--- src/rtl/fir_err_monitor.sv ---
// Error-metrics observer: compares approximate vs exact FIR output over a 2^WIN_LOG2 window
// after discarding SETTLE samples; reports sum/max/count of |error| with a start/done handshake.
module fir_err_monitor #(
  parameter int WIN_LOG2 = 8,
  parameter int SETTLE   = 9,
  parameter int CNT_W    = 17
) (
  input  logic                    clk,
  input  logic                    rst,
  input  logic                    start,
  input  logic                    in_valid,
  input  logic signed [15:0]      y_apx,
  input  logic signed [15:0]      y_ref,
  output logic                    busy,
  output logic                    done,
  output logic                    res_valid,
  output logic [16+WIN_LOG2-1:0]  sum_abs_err,
  output logic [15:0]             max_abs_err,
  output logic [WIN_LOG2:0]       err_count,
  output logic [15:0]             mean_abs_err
);

  localparam int SUM_W = 16 + WIN_LOG2;
  localparam logic [CNT_W-1:0] SETTLE_C = CNT_W'(SETTLE);
  localparam logic [CNT_W-1:0] WIN_C    = CNT_W'(1) << WIN_LOG2;

  typedef enum logic [2:0] {IDLE, SKIP, ACCUM, DRAIN, DONE} state_t;

  state_t           state_q;
  logic [CNT_W-1:0] cnt_q;
  logic [CNT_W-1:0] cnt_inc;
  logic             busy_q, done_q, rv_q;
  logic             accept, acc_clr;

  assign cnt_inc = cnt_q + 1'b1;
  assign accept  = (state_q == ACCUM) && in_valid;
  assign acc_clr = (state_q == IDLE) && start;

  // cnt_q counts settle samples, then window samples, then the two drain cycles.
  always_ff @(posedge clk or posedge rst) begin
    if (rst) begin
      state_q <= IDLE;
      cnt_q   <= '0;
      busy_q  <= 1'b0;
      done_q  <= 1'b0;
      rv_q    <= 1'b0;
    end else begin
      done_q <= 1'b0;
      case (state_q)
        IDLE: begin
          if (start) begin
            cnt_q   <= '0;
            rv_q    <= 1'b0;
            busy_q  <= 1'b1;
            state_q <= (SETTLE == 0) ? ACCUM : SKIP;
          end
        end
        SKIP: begin
          if (in_valid) begin
            if (cnt_inc == SETTLE_C) begin
              cnt_q   <= '0;
              state_q <= ACCUM;
            end else begin
              cnt_q <= cnt_inc;
            end
          end
        end
        ACCUM: begin
          if (in_valid) begin
            if (cnt_inc == WIN_C) begin
              cnt_q   <= '0;
              state_q <= DRAIN;
            end else begin
              cnt_q <= cnt_inc;
            end
          end
        end
        DRAIN: begin
          if (cnt_q == CNT_W'(1)) begin
            cnt_q   <= '0;
            busy_q  <= 1'b0;
            done_q  <= 1'b1;
            rv_q    <= 1'b1;
            state_q <= DONE;
          end else begin
            cnt_q <= cnt_inc;
          end
        end
        DONE:    state_q <= IDLE;
        default: state_q <= IDLE;
      endcase
    end
  end

  logic signed [16:0] diff_d, diff_q;
  logic [15:0]        abs_d, abs_q;
  logic               s1_vld_q, s2_vld_q, nz_q;
  logic [SUM_W-1:0]   sum_q;
  logic [15:0]        max_q;
  logic [WIN_LOG2:0]  ecnt_q;

  assign diff_d = {y_apx[15], y_apx} - {y_ref[15], y_ref};
  // |diff| peaks at 65535, so the 16-bit truncation of the negation is exact.
  assign abs_d  = diff_q[16] ? 16'(-diff_q) : diff_q[15:0];

  always_ff @(posedge clk or posedge rst) begin
    if (rst) begin
      s1_vld_q <= 1'b0;
      s2_vld_q <= 1'b0;
      diff_q   <= '0;
      abs_q    <= '0;
      nz_q     <= 1'b0;
    end else begin
      s1_vld_q <= accept;
      s2_vld_q <= s1_vld_q;
      if (accept) diff_q <= diff_d;
      if (s1_vld_q) begin
        abs_q <= abs_d;
        nz_q  <= |diff_q;
      end
    end
  end

  always_ff @(posedge clk or posedge rst) begin
    if (rst) begin
      sum_q  <= '0;
      max_q  <= '0;
      ecnt_q <= '0;
    end else if (acc_clr) begin
      sum_q  <= '0;
      max_q  <= '0;
      ecnt_q <= '0;
    end else if (s2_vld_q) begin
      sum_q  <= sum_q + {{WIN_LOG2{1'b0}}, abs_q};
      ecnt_q <= ecnt_q + {{WIN_LOG2{1'b0}}, nz_q};
      if (abs_q > max_q) max_q <= abs_q;
    end
  end

  assign busy         = busy_q;
  assign done         = done_q;
  assign res_valid    = rv_q;
  assign sum_abs_err  = sum_q;
  assign max_abs_err  = max_q;
  assign err_count    = ecnt_q;
  assign mean_abs_err = sum_q[WIN_LOG2 +: 16];

endmodule

--- config.mk ---
export PLATFORM = sky130hd
export DESIGN_NAME = fir_err_monitor
export DESIGN_NICKNAME = d
export VERILOG_FILES = /design/src/rtl/fir_err_monitor.sv
export SDC_FILE = /design/constraint.sdc
export NUM_CORES = 1
export LEC_CHECK = 0
export ABC_AREA = 1
export BUFFER_PORTS_ARGS = -buffer_cell sky130_fd_sc_hd__buf_4
export CAP_MARGIN = 15
export CORE_AREA = 2 2 167 120
export DETAILED_ROUTE_END_ITERATION = 8
export DIE_AREA = 0 0 169 122
export PLACE_DENSITY = 0.63
export SYNTH_ARGS = -nofsm -noshare
export SYNTH_HDL_FRONTEND = slang
export SYNTH_SLANG_ARGS = --single-unit
--- constraint.sdc ---
create_clock -name clk -period 4.1 [get_ports clk]
set_input_delay 0.82 -clock clk [delete_from_list [all_inputs] [get_ports clk]]
set_output_delay 0.82 -clock clk [all_outputs]
set_load 0.05 [all_outputs]
-- After elaboration in Yosys (flattened, before gate mapping)
Index checks and enable logic that the tools add are counted.
- register bits: 108
- bits of input ports: 36
- output and inout bits: 68
- logic and storage cells: 73
- $add $sub $neg: 5
- $lt $le $gt $ge: 1
- eq/ne operators: 12
- mux-type cells: 30
- reduce and logical (&&, ||, !) cells: 12
- operator list (operator ; count):
    $mux W17 ; 6
    $pmux W17 S4 ; 1
    $mux W16 ; 4
    $mux W24 ; 2
    $add A24 B16 Y24 ; 1
    $mux W3 ; 6
    $mux W9 ; 2
    $add A17 B1 Y17 const B ; 1
    $eq A17 B1 Y1 const B ; 1
    $eq A17 B4 Y1 const B ; 1
    $eq A17 B9 Y1 const B ; 1
    $reduce_or A17 Y1 ; 1
    $sub A16 B16 Y17 ; 1
    $gt A16 B16 Y1 ; 1
    $neg A16 Y16 ; 1
    $pmux W3 S4 ; 1
    $ne A2 B2 Y1 const B ; 5
    $add A9 B1 Y9 ; 1
    $eq A3 B2 Y1 const B ; 2
    $mux W1 ; 6
    $reduce_and A6 Y1 ; 1
    $reduce_bool A2 Y1 ; 3
    $pmux W1 S2 ; 2
    $reduce_and A4 Y1 ; 1
    other kinds (7) ; 8

-- Depth between registers and ports, before layout
- depth after elaboration: 5
- mapped depth: 13
- gate-level depth less buffers: 13

-- Worst setup path before layout
Ideal clock, no wire load.
- path kind: input-to-reg
- start point: input y_apx[0]
- end point: register diff_q[10]
- library setup time: 0.128 ns
- data arrival time: 2.343 ns
- data required time: 3.972 ns
- path slack: 1.629 ns
- stages on the path: 11
- buffers on the path: 0
- path through: inv_1 -> ha_1 -> fa_1 -> o21ai_1 -> a21boi_0 -> o21ai_1 -> nand3_1 -> nand2_1 -> nand2_1 -> nand3_1 -> o21ai_1
- longest elaborated chain between the ends: 1
- RTL lines (element ; RTL line ; source):
    start, declared ; 12 ; input logic signed [15:0] y_apx,
    $sub A16 B16 Y17 ; 102 ; assign diff_d = {y_apx[15], y_apx} - {y_ref[15], y_ref};
    end signal, assigned ; 116 ; if (accept) diff_q <= diff_d;
    end, declared ; 95 ; logic signed [16:0] diff_d, diff_q;
Every way passes these cells.
A chain may end at the register's enable or synchronous reset.

-- Worst setup path after layout
- start point: register abs_q[15]
- end point: register max_q[8], in the netlist max_abs_err[8]
- longest elaborated chain between the ends: 3
- RTL lines (element ; RTL line ; source):
    start, declared ; 96 ; logic [15:0] abs_d, abs_q;
    start signal, assigned ; 118 ; abs_q <= abs_d;
    $gt A16 B16 Y1 ; 136 ; if (abs_q > max_q) max_q <= abs_q;
    $reduce_bool A2 Y1 (no source line) ; - ;
    $reduce_and A2 Y1 (no source line) ; - ;
    end signal, assigned ; 136 ;
    end, declared ; 99 ; logic [15:0] max_q;
Every way passes these cells.

==> metrics list <==
- Clock tree from TritonCTS: yes
- Cells taking the most area after synthesis: sky130_fd_sc_hd__dfrtp_1 (36%), sky130_fd_sc_hd__nand2_1 (11%), sky130_fd_sc_hd__ha_1 (9.1%)
- At the pin with the least slew margin, the transition time is 833 ps.
- Of the total synthesized cell area, the portion taken by AND, OR, NAND and NOR gates is 0.293.
* Maximum number of pins on one net before global-route repair: between 50 and 60
- Buffers placed on the I/O ports in this run total 103.
* Worst r2r dst: max_abs_err[8]$_DFFE_PP0P_
- Initial cell density of the core: 0.387
- Together, buffers and inverters on the worst path number 1.
- Clock latency reported for the late side of the worst-skew pair: 360 ps
- Buffers inserted during clock tree synthesis total 9.
* Core area: 19300 um2
- Slew Limit Headroom: 0.445
* Post-CTS setup-driven buffer insertion count: 0
- Arrival @ worst endpoint: 2960 ps
* Initial DRT Pass Iterations: 5
- Of the total synthesized cell area, the portion taken by full adders, half adders and majority gates is 0.0961.
- Element type at the critical path start: flop
* Reg-to-reg slack, setup: around 1400 ps
- Final worst-path setup slack: ~1400 ps
- Number of unique standard cell types used by synthesis: 46
- Launch point of the worst reg-to-reg path: abs_q[15]$_DFFE_PP0P_
- Traced cell by cell, the critical path runs through ha_1 -> nand2_1 -> nor2_1 -> nand4_1 -> inv_1 -> a41oi_2 -> nand2_1 -> nand3_1 -> nand2_1.
* Hold Crit Class: reg2reg
- Setup repair after global routing left no endpoint under its margin.
- Before CTS, the worst setup slack after placement is 1350 ps.
* Layout cells sized above 1: 0.148
- Routability-driven placement finished with a final weighted congestion of 0.849.
- Most frequent cell on the critical path: sky130_fd_sc_hd__nand2_1
- Number of buffers on the longest clock path: 2
- Via count of the routed design: around 6.7k
- The detail route stage leaves a number of antenna-violating nets equal to 0.
* Height of the chip: 122 um
* Async set-or-reset flop fraction in the synthesized netlist: 1.00
* Setup crit end kind: flop
- Detailed-placement wirelength estimate: about 14000 um
- Post-Route WL: 18500 um
* Number of vias per cell after detailed routing: 5.05
* CP peak stage delay: roughly 630 ps
* Top achievable clock speed: 368 MHz
- Post-CTS repair changed the size of 0 cells.
- Hold repair after CTS inserted 0 buffers.
* Initial detailed-routing violation count: 609
- The most used flip-flop cell after synthesis is sky130_fd_sc_hd__dfrtp_1.
- Across every metal layer, demand over resource in global routing totals 0.185.
- The number of hold violations in the final report came to 0.
- Along the worst path, the maximum fanout reaches 17.
* Worst hold path endpoint: res_valid$_DFFE_PP0P_
- Compound-gate portion of the synthesized area: 0.128
- Outcome: complete, no violations
* # fillers: 1967
- Of the post-synthesis cell area, the dominant cell type holds 0.363.
* Required time at the worst-slack endpoint: between 4000 and 5000 ps
- The initial antenna violation count came to 0.
* Final antenna diode count: 0
- R2r worst-path depth: 9
- Accumulated negative setup slack: 0 ps
- Synthesized netlist cell count: 994
* Clk sinks: 108
* Maximum Capacitance Violations: 0
* Number of placement rows: 43
* Die outline area: 20600 um2
- Number of global-route vias before repair: 5952
- Counting flops and latches in the post-synthesis netlist gives 108.
* Worst setup path startpoint: abs_q[15]$_DFFE_PP0P_
- Start point of the worst min-delay path: res_valid$_DFFE_PP0P_
- Final critical delay including setup and external delays: 2720 ps
- Netlist area before placement: 7450 um2
- Static leakage power: 4.39 nW
- Remaining DRCs: 0
* Per-cell routed wire length: ~14 um
* Final setup vio count: 0
- Largest area contributor in the netlist: sky130_fd_sc_hd__dfrtp_1
* Hold-critical path depth: 2
- Dominant combinational cell family by area after synthesis: simple AND/OR/NAND/NOR gates
* Sequential area share after synthesis: 0.363
- IR analysis of the VDD net gives a maximum drop of 0.000296 V.
- Xor and xnor fraction of the mapped netlist area: 0.0339
- Area overhead of the layout relative to synthesis: 16.3%
* Net total in the final layout: 1167
- GRT Residual Overflow: 0
* Multiplexer share of the synthesized area: 0
- Top-Level Pins: 104
* Final critical-path share of the clock period: 0.662
- Synth warnings: 0
* Worst Clk Skew: 9.67 ps
- The H-tree was split into 3 levels.
- Clock Root Buffer: sky130_fd_sc_hd__clkbuf_16
- The largest individual stage delay along the critical path comes from the cell sky130_fd_sc_hd__a41oi_2.
* Width of the die: 169 um
- Final count of pins violating max slew: 0
- A synthesized cell averages 7.49 um2.
* Power Dens Cells: 692 nW/um2
* Startpoint-to-endpoint class of the critical path: reg2reg
- The number of nets handed over by synthesis was 1086.
* Number of flops mapped to enable cells by yosys: 0
- The first global-routing pass estimated between 30000 and 40000 um of wire.
- The kind of cell with the highest combined delay along the critical path is simple AND/OR/NAND/NOR gates.
* Clk slew on worst S/H paths: 80 ps
==> cells in the mapped netlist, types with 2 or more instances <==
cell,number
sky130_fd_sc_hd__nor2_2,5
sky130_fd_sc_hd__inv_2,3
sky130_fd_sc_hd__ha_1,54
sky130_fd_sc_hd__xnor2_1,10
sky130_fd_sc_hd__nand2_2,7
sky130_fd_sc_hd__o22ai_1,7
sky130_fd_sc_hd__nand3_2,3
sky130_fd_sc_hd__o21ai_0,64
sky130_fd_sc_hd__nand2_4,2
sky130_fd_sc_hd__clkbuf_1,17
sky130_fd_sc_hd__clkinv_1,3
sky130_fd_sc_hd__a21oi_1,55
sky130_fd_sc_hd__nor4_1,2
sky130_fd_sc_hd__nor3b_1,2
sky130_fd_sc_hd__nor2_1,76
sky130_fd_sc_hd__a21o_1,4
sky130_fd_sc_hd__nand2_1,228
sky130_fd_sc_hd__a21boi_0,2
sky130_fd_sc_hd__fa_1,2
sky130_fd_sc_hd__dfrtp_1,108
sky130_fd_sc_hd__buf_2,5
sky130_fd_sc_hd__nand3_1,101
sky130_fd_sc_hd__xor2_1,17
sky130_fd_sc_hd__o211ai_1,2
sky130_fd_sc_hd__buf_4,16
sky130_fd_sc_hd__inv_4,2
sky130_fd_sc_hd__o21bai_1,5
sky130_fd_sc_hd__nor3_1,11
sky130_fd_sc_hd__o31ai_1,3
sky130_fd_sc_hd__or2_2,2
sky130_fd_sc_hd__inv_1,106
sky130_fd_sc_hd__nor2_4,6
sky130_fd_sc_hd__nand3b_1,3
sky130_fd_sc_hd__and3_1,2
sky130_fd_sc_hd__a31oi_1,6
sky130_fd_sc_hd__nand4_1,33
sky130_fd_sc_hd__o21a_1,3
sky130_fd_sc_hd__o21ai_1,9
==> layout make-up <==
type | count | area, um2 | area share
timing repair buffer | 108 | 811 | 0.0936
tap | 247 | 309 | 0.0357
inverter | 114 | 435 | 0.0503
multi-input combinational | 734 | 4100 | 0.474
clock inverter | 5 | 57.6 | 0.00665
clock buffer | 11 | 243 | 0.0280
sequential | 108 | 2700 | 0.312
==> power breakdown <==
part	total, mW	switching [mW]	leakage (nW)	internal [mW]
logic	3.25	2.20	2.81	1.05
registers	1.85	0.458	1.43	1.39
clock network	0.899	0.405	0.150	0.494
==> registers in the layout, indices dropped and copies added (netlist names), 3 cells and up <==
signal	cells
abs_q	16
cnt_q	17
diff_q	17
err_count	9
max_abs_err	16
state_q	3
sum_abs_err	24
==> cells in the final DEF, fill, tap and decap left out, types with 3 or more instances in the layout <==
cell type | Yosys | routed
sky130_fd_sc_hd__nand2_1 | 228 | 228
sky130_fd_sc_hd__dfrtp_1 | 108 | 108
sky130_fd_sc_hd__buf_4 | 16 | 108
sky130_fd_sc_hd__inv_1 | 106 | 104
sky130_fd_sc_hd__nand3_1 | 101 | 101
sky130_fd_sc_hd__nor2_1 | 76 | 76
sky130_fd_sc_hd__o21ai_0 | 64 | 64
sky130_fd_sc_hd__a21oi_1 | 55 | 55
sky130_fd_sc_hd__ha_1 | 54 | 54
sky130_fd_sc_hd__nand4_1 | 33 | 33
sky130_fd_sc_hd__xor2_1 | 17 | 17
sky130_fd_sc_hd__nor3_1 | 11 | 11
sky130_fd_sc_hd__xnor2_1 | 10 | 10
sky130_fd_sc_hd__o21ai_1 | 9 | 9
sky130_fd_sc_hd__clkbuf_16 | 0 | 9
sky130_fd_sc_hd__nand2_2 | 7 | 7
sky130_fd_sc_hd__o22ai_1 | 7 | 7
sky130_fd_sc_hd__nor2_4 | 6 | 6
sky130_fd_sc_hd__a31oi_1 | 6 | 6
sky130_fd_sc_hd__o21bai_1 | 5 | 5
sky130_fd_sc_hd__nor2_2 | 5 | 5
sky130_fd_sc_hd__inv_2 | 3 | 4
sky130_fd_sc_hd__a21o_1 | 4 | 4
sky130_fd_sc_hd__clkinv_1 | 3 | 3
sky130_fd_sc_hd__o31ai_1 | 3 | 3
sky130_fd_sc_hd__nand3b_1 | 3 | 3
sky130_fd_sc_hd__inv_4 | 2 | 3
sky130_fd_sc_hd__nand3_2 | 3 | 3
sky130_fd_sc_hd__o21a_1 | 3 | 3
==> worst min-delay path, delay by kind of cell, from the launching register on <==
kind             cells  cell delay (ps)
flip-flops           1              350
AND/OR/NAND/NOR      2              120
==> worst max-delay path by stage <==
stage	endpoint	slack, ps	depth (start not counted)
final	max_abs_err[8]$_DFFE_PP0P_	1380	9
after global routing	max_abs_err[1]$_DFFE_PP0P_	1120	10
after CTS	max_abs_err[8]$_DFFE_PP0P_	1370	9
after detailed placement	diff_q[10]$_DFFE_PP0P_	1350	12
after global placement	sum_abs_err[5]$_DFFE_PP0P_	1380	8
after floorplan	abs_q[0]$_DFFE_PP0P_	430	1
==> layer usage <==
layer / global-route usage / share of wire
met1: 0.288 / 0.54
met2: 0.262 / 0.40
met3: 0.0419 / 0.056
met4: 0.0315 / 0.0084
met5: 0 / 0
==> kinds of logic after synthesis <==
group                      count (synthesis)
DFF                                      108
AOI/OAI and AO/OA                        167
and+or+nand+nor                          483
xor gates and xnor gates                  28
buffers and inverters                    152
adders and majority gates                 56
==> through the flow <==
step | utilization | area, um2 | total power, mW | hold slack, ps | std cells
global route | 0.450 | 8660 | 6.49 | 522 | 1327
global placement | 0.434 | 8360 | 5.06 | 480 | 1311
finish | 0.450 | 8660 | 6.00 | 499 | 1327
floorplan | - | 7450 | 4.22 | 386 | 994
CTS | 0.450 | 8660 | 6.03 | 501 | 1327
detailed placement | 0.434 | 8360 | 5.11 | 484 | 1311
No activity file was read; power rests on OpenSTA's default activity.
